==> config.mk <==
export PLATFORM = sky130hd
export DESIGN_NAME = riscv_imem_loader
export DESIGN_NICKNAME = d
export VERILOG_FILES = /design/src/rtl/riscv_pkg.sv /design/src/rtl/riscv_byte_packer.sv /design/src/rtl/riscv_imem_loader.sv
export SDC_FILE = /design/constraint.sdc
export NUM_CORES = 1
export LEC_CHECK = 0
export ABC_AREA = 1
export CAP_MARGIN = 25
export CORE_UTILIZATION = 49
export DETAILED_ROUTE_END_ITERATION = 10
export PLACE_DENSITY = 0.91
export RECOVER_POWER = 25
export SLEW_MARGIN = 20
export SYNTH_ARGS = -nofsm -noshare
export SYNTH_HDL_FRONTEND = slang
export SYNTH_SLANG_ARGS = --single-unit
==> constraint.sdc <==
create_clock -name clk -period 3 [get_ports clk]
set_input_delay 0.3 -clock clk [delete_from_list [all_inputs] [get_ports clk]]
set_output_delay 0.3 -clock clk [all_outputs]
set_load 0.01 [all_outputs]
==> src/rtl/riscv_pkg.sv <==
// Shared definitions for the instruction-memory loader: FSM states,
// the STOP word that terminates an image, and the default memory depth.
package riscv_pkg;

   typedef enum logic [1:0] {
      IDLE  = 2'd0,
      LOAD  = 2'd1,
      WRITE = 2'd2,
      DONE  = 2'd3
   } loader_state_t;

   localparam logic [31:0] STOP_WORD  = 32'h0000_0000;
   localparam int          IMEM_DEPTH = 64;

endpackage

==> src/rtl/riscv_byte_packer.sv <==
// Packs a stream of bytes little-endian into 32-bit words.
// Byte k of a word lands in bits [8k+7:8k]. word_ready pulses for one cycle
// right after the fourth byte, while word_out holds the complete word.
// word_out keeps its value until the next byte of a following word overwrites
// one of its lanes. last_slot tells the owner that the next accepted byte
// completes the word, so its FSM can switch state on that same edge.
module riscv_byte_packer (
   input  logic        clk,
   input  logic        rst,
   input  logic        clear,
   input  logic        byte_valid,
   input  logic [7:0]  byte_in,
   output logic [31:0] word_out,
   output logic        word_ready,
   output logic        last_slot
);

   logic [1:0]  idx_reg;
   logic [31:0] word_reg;
   logic        ready_reg;
   logic [3:0]  lane_we;

   // One write enable per byte lane, selected by the current byte index
   genvar gi;
   generate
      for (gi = 0; gi < 4; gi++) begin : g_lane
         assign lane_we[gi] = byte_valid && (idx_reg == 2'(gi));
      end
   endgenerate

   // Byte index: restarts on clear, wraps naturally after the fourth byte
   always_ff @(posedge clk or posedge rst) begin
      if (rst)
         idx_reg <= 2'd0;
      else if (clear)
         idx_reg <= 2'd0;
      else if (byte_valid)
         idx_reg <= idx_reg + 2'd1;
   end

   // Assembly register: each accepted byte is dropped into its lane
   always_ff @(posedge clk or posedge rst) begin
      if (rst)
         word_reg <= 32'h0;
      else
         for (int k = 0; k < 4; k++)
            if (lane_we[k])
               word_reg[8*k +: 8] <= byte_in;
   end

   // Completion pulse, high in the cycle after the fourth byte is taken
   always_ff @(posedge clk or posedge rst) begin
      if (rst)
         ready_reg <= 1'b0;
      else
         ready_reg <= lane_we[3] && !clear;
   end

   assign word_out   = word_reg;
   assign word_ready = ready_reg;
   assign last_slot  = (idx_reg == 2'd3);

endmodule

==> src/rtl/riscv_imem_loader.sv <==
// Loads a program image into instruction memory from a byte stream.
// Holds the CPU in reset while loading; stops on the STOP word or when the
// last memory slot has been written (flagging overflow in that case).
module riscv_imem_loader
   import riscv_pkg::*;
#(
   parameter int DEPTH  = IMEM_DEPTH,
   parameter int ADDR_W = $clog2(DEPTH)
) (
   input  logic              clk,
   input  logic              rst,
   input  logic              start,
   input  logic              in_valid,
   input  logic [7:0]        in_data,
   output logic              in_ready,
   output logic              mem_we,
   output logic [31:0]       mem_addr,
   output logic [31:0]       mem_wd,
   output logic              cpu_hold,
   output logic              done,
   output logic              overflow,
   output logic [ADDR_W:0]   count
);

   loader_state_t   state_reg, state_next;
   logic [ADDR_W:0] count_reg;
   logic            overflow_reg;
   logic [31:0]     addr_hold_reg;

   logic            accept;
   logic            begin_load;
   logic            last_slot;
   logic            word_ready;
   logic            at_last_slot;
   logic [31:0]     word;
   logic [31:0]     write_addr;

   assign accept       = in_valid && in_ready;
   assign begin_load   = start && ((state_reg == IDLE) || (state_reg == DONE));
   assign write_addr   = 32'({count_reg, 2'b00});
   assign at_last_slot = (count_reg == (ADDR_W+1)'(DEPTH - 1));

   riscv_byte_packer u_packer (
      .clk        (clk),
      .rst        (rst),
      .clear      (begin_load),
      .byte_valid (accept),
      .byte_in    (in_data),
      .word_out   (word),
      .word_ready (word_ready),
      .last_slot  (last_slot)
   );

   // State register
   always_ff @(posedge clk or posedge rst) begin
      if (rst)
         state_reg <= IDLE;
      else
         state_reg <= state_next;
   end

   // Next-state logic; start is only honoured from IDLE or DONE
   always_comb begin
      state_next = state_reg;
      case (state_reg)
         IDLE:    if (start) state_next = LOAD;
         LOAD:    if (accept && last_slot) state_next = WRITE;
         WRITE: begin
            if (word == STOP_WORD)
               state_next = DONE;
            else if (at_last_slot)
               state_next = DONE;
            else
               state_next = LOAD;
         end
         DONE:    if (start) state_next = LOAD;
         default: state_next = IDLE;
      endcase
   end

   // Word counter, overflow flag and held address; the packer's completion
   // pulse coincides exactly with the single WRITE cycle
   always_ff @(posedge clk or posedge rst) begin
      if (rst) begin
         count_reg     <= '0;
         overflow_reg  <= 1'b0;
         addr_hold_reg <= 32'h0;
      end else if (begin_load) begin
         count_reg    <= '0;
         overflow_reg <= 1'b0;
      end else if (word_ready) begin
         count_reg     <= count_reg + 1'b1;
         addr_hold_reg <= write_addr;
         if ((word != STOP_WORD) && at_last_slot)
            overflow_reg <= 1'b1;
      end
   end

   // Outputs decoded from state; address is live during WRITE, held otherwise
   always_comb begin
      in_ready = 1'b0;
      mem_we   = 1'b0;
      cpu_hold = 1'b0;
      done     = 1'b0;
      mem_addr = addr_hold_reg;
      case (state_reg)
         LOAD: begin
            in_ready = 1'b1;
            cpu_hold = 1'b1;
         end
         WRITE: begin
            mem_we   = 1'b1;
            cpu_hold = 1'b1;
            mem_addr = write_addr;
         end
         DONE:    done = 1'b1;
         default: ;
      endcase
   end

   assign mem_wd   = word;
   assign overflow = overflow_reg;
   assign count    = count_reg;

endmodule

; Word-level counts from Yosys, hierarchy flattened
; Cells that the tools add are included.
; W data, S select, Z words.
[classes]
div = 0
magnitude_cmp = 0
shifts = 0
bitwise_logic = 1
addsub = 2
multipliers = 0
muxes = 17
reduce_logical = 22
n_eq_ne = 9
[ops]
columns = operator, n
row1 = $logic_not A32 Y1, 1
row2 = $reduce_bool A32 Y1, 1
row3 = $mux W7, 2
row4 = $mux W2, 6
row5 = $mux W9, 1
row6 = $eq A2 B2 Y1 const B, 4
row7 = $logic_and A1 B1 Y1, 8
row8 = $add A7 B1 Y7 const B, 1
row9 = $eq A7 B6 Y1 const B, 1
row10 = $mux W1, 7
row11 = $pmux W2 S3, 1
row12 = $reduce_and A2 Y1, 3
row13 = $reduce_bool A2 Y1, 3
row14 = $eq A2 B1 Y1 const B, 2
row15 = $logic_not A2 Y1, 2
row16 = $ne A2 B1 Y1 const B, 2
row17 = $reduce_or A2 Y1, 2
row18 = $add A2 B1 Y2 const B, 1
row19 = $logic_not A1 Y1, 1
row20 = $logic_or A1 B1 Y1, 1
row21 = $not A1 Y1, 1
[word_totals]
out_inout_bits = 76
n_memories = 0
word_cells = 61
latchBits = 0
mem_bits_ro = 0
inputBits = 12
register_bits = 52
ram_bits = 0

; Depth between registers and ports, before layout
[depth]
depth_word = 6
mapped_depth = 10

; By module
; From an unflattened synthesis, not the netlist that was laid out.
[hier_totals]
hier_cells = 334
hier_area_um2 = 2670.1
[by_module_without_submodules]
columns = module, instances, cells_each, area_each_um2
row1 = riscv_byte_packer, 1, 160, 1443.9
row2 = riscv_imem_loader, 1, 174, 1226.2

; Worst setup path after synthesis
; Ideal clock, no wire load.
[synth_path]
path_type = register -> output
startpoint = register state_reg[0]
endpoint = output port mem_addr[3]
required_time_ns = 2.700
t_arrival_ns = 1.289
setup_slack_ns = 1.411
n_path_buf = 1
stages_incl_launch_ff = 6
cell_sequence = dfrtp_1 > inv_1 > ha_1 > inv_1 > clkbuf_1 > o21ai_0
[synth_between]
elab_chain_len = 2
[synth_rtl]
columns = element, line
row1 = from (decl), riscv_imem_loader.sv:25  ; loader_state_t state_reg, state_next;
row2 = from (signal assigned), riscv_imem_loader.sv:59  ; state_reg <= state_next;
row3 = $eq A2 B2 Y1, riscv_imem_loader.sv:106  ; case (state_reg)
row4 = $mux W9, riscv_imem_loader.sv:106
row5 = to (decl), riscv_imem_loader.sv:17  ; output logic [31:0] mem_addr,
; No other way between the ends.

; Worst setup path after layout
[layout_path]
startpoint = register state_reg[0]
endpoint = output port mem_addr[5]
; The elaborated chain is that of the path after synthesis.

==> impl_results.md <==
* Synth warn at 0
* Core area at 4880 sq um
* CTS resizes at 0
* Final cell count without fillers at 429
* Routed via count at 2085
* CTS Buf Count at 5
* Setup WS pre-CTS at 0.978 ns
* Post-Route WL at 5630 um
* WS Path Type: reg -> out
* Post-synthesis register bit count at 52
* Worst Slack Setup Final at 0.640 ns
* Initial Util at 52.6%
* Final setup violation count at 0
* Max Freq at 0.424 GHz
* Cell area power density at 957 nW/um^2
* Initial DRC Count at 103
* Least-Margin Pin Slew at 1.25 ns
* First-pass DRT Iterations at 4
* Slew headroom at 16.7%
* Layout cell share with drive strength beyond 1 at 7.73%
* CP Max Fanout at 12
* CTS tree: yes
* Power Total at 3080 uW
* Number of global-route vias before repair at 1944
* Synthesis-to-layout area growth at 25.4%
* Worst r2r path cells at 8
* Share of the synthesized area in the top cell type at 50.7%
* RSZ-0062 raised after global routing: false
* Clock Sinks at 52
* DRC viols at 0
* IO buf count at 62
* Clock Skews at 0.00793 ns
* Hold WC Path Type: reg -> reg
* H-tree depth at 2
* Standard-cell rows at 25
* CP bufs+invs at 3
* Synth area leader: dfrtp_1
* CP top delay family: buffers and inverters
* Max reg flops at 32
* Initial antenna violation count at 0
* Commonest cells in the synthesized netlist: nand2_1, dfrtp_1, o21ai_0, nor2_1
* Die height at 74.4 um
* Asr flop ratio synth at 100%
* Setup_tns at 0 ns
* Worst setup endpoint: mem_addr[5]
* CTS Buffer Depth at 2
* Pleak at 0.00152 uW
* RR Endpoint: count[0]$_DFFE_PP0P_
* Antenna cells at 0
* Sequential fraction of the synthesis area at 50.7%
* CP Launch Type: register
* Horiz. Die Dim at 74.4 um
* CTS Hold Bufs at 0
* Cell mode on critical path: inv_1
* Synth Cell Area at 2570 sq um
* Stages on worst setup path at 6
* Post-synthesis cell count at 298
* Crit share post-route at 78.7%
* Ys flop type: dfrtp_1
* Die area at 5530 sq um
* Worst vdd ir at 0.607 mV
* Vias per cell at 4.86
* Clock latency on the worst-skew pair at 0.30 ns
* Pin count of the biggest net entering global routing at 53
* FF-to-FF setup slack at 1.25 ns
* Post-DP HPWL at 4250 um
* Status: finished clean
* CP cell instances: inv_1 > ha_1 > inv_1 > nand2_1 > o21ai_0 > clkdlybuf4s50_1
* Critical Path Sink Type: output port
* Most frequent cell after synthesis: nand2_1
* Avg Inst Size Synth at 8.61 sq um
* IO Pins at 88
* CTS Root Cell: clkbuf_8
* Min cycle time layout at 2.36 ns
* Worst Setup SP: state_reg[0]$_DFFE_PP0P_
* NumNets Final at 381
* Crit path DAT at 2.06 ns
* Post-synth EDFFs at 0
* Max_cap viols at 0
* Worst-path clk slew at 0.09 ns
* Distinct cells, synth at 26
* Max-slew violations at 0
* WL/cell at 13.1 um
* Total grt overflow at 0
* Critical Path RT at 2.70 ns
* Post-CTS setup buffer count at 0
* Post-placement cell count at 421
* Worst path slowest cell: clkdlybuf4s50_1
* First-pass GRT wire length at 9230 um
* Placer congestion estimate at 0.783
* CP peak stage delay at 0.57 ns
* Synth area leaders: dfrtp_1, nand2_1, o21ai_0, buf_4, nor2_1
* Final hold viol count at 0
* Total global-route track usage at 22.1%
* Reg2reg start: state_reg[0]$_DFFE_PP0P_
* Detail Route Antenna Nets at 0
-- cells in the final DEF, fill, tap and decap left out --
master	n
a21oi_1	3
clkbuf_8	6
clkbuf_2	1
o21ai_2	2
nand3_2	1
inv_1	24
ha_1	8
o21ai_0	47
nor3_2	1
nand2_2	5
nor3_1	2
o21ai_1	7
nor3b_2	1
clkinv_2	2
conb_1	25
dfrtp_1	52
a211oi_1	1
nor2_4	1
nor2_2	1
clkinv_1	1
a21oi_2	2
o21bai_1	1
nand3_1	1
clkdlybuf4s50_1	61
dlygate4sd3_1	1
nor2_1	29
inv_2	5
nand2_1	71
-- tightest hold or removal path, delay by kind of cell, from the launching register on --
kind               cells  cell delay [ns]
and+or+nand+nor        1             0.06
AOI/OAI and AO/OA      1             0.05
DFF                    1             0.35
-- power breakdown --
group,leakage [uW],internal [uW],switching (uW)
combinational,0.000806,750,723
sequential,0.000663,975,228
clock,0.0000510,184,220
total,0.00152,1910,1170
-- worst min-delay path by stage --
| stage | cells after the start | endpoint | start |
|---|---|---|---|
| finish | 2 | addr_hold_reg[7]$_DFFE_PP0P_ | addr_hold_reg[7]$_DFFE_PP0P_ |
| global placement | 2 | addr_hold_reg[7]$_DFFE_PP0P_ | addr_hold_reg[7]$_DFFE_PP0P_ |
| global route | 2 | addr_hold_reg[7]$_DFFE_PP0P_ | addr_hold_reg[7]$_DFFE_PP0P_ |
| CTS | 2 | addr_hold_reg[7]$_DFFE_PP0P_ | addr_hold_reg[7]$_DFFE_PP0P_ |
| floorplan | 2 | addr_hold_reg[7]$_DFFE_PP0P_ | addr_hold_reg[7]$_DFFE_PP0P_ |
| detailed placement | 2 | addr_hold_reg[7]$_DFFE_PP0P_ | addr_hold_reg[7]$_DFFE_PP0P_ |
-- layer usage --
layer / vias up / track usage, % / share of wire (%)
met4: 0 / 6.08 / 1.2
met3: 7 / 4.47 / 6.1
met5: - / 0 / 0
met2: 76 / 36.6 / 51
li1: 1015 / - / -
met1: 987 / 29.6 / 42
-- kinds of logic after synthesis --
family	count (synthesis)	share of synthesized area, %
and+or+nand+nor	113	18.4
AOI/OAI and AO/OA	63	13.1
buffers and inverters	61	13.8
DFF	52	50.7
adders and majority gates	8	3.90
other	1	0.146
-- through the flow --
step	hold slack, ns	instance area [sq um]	utilization [%]
after floorplan	0.455	2660	-
after global placement	0.473	3130	64.1
after detailed placement	0.471	3130	64.1
after CTS	0.492	3220	66.0
after global routing	0.523	3220	65.9
final	0.491	3220	65.9
-- layout make-up --
| cell class | instances | area, sq um |
|---|---|---|
| clock buffer | 6 | 82.6 |
| inverter | 30 | 113 |
| tap | 67 | 83.8 |
| fill | 381 | 1660 |
| clock inverter | 2 | 10.0 |
| timing repair buffer | 63 | 626 |
| multi-input combinational | 209 | 1000 |
| sequential | 52 | 1300 |
(Power assumes the default switching activity.)
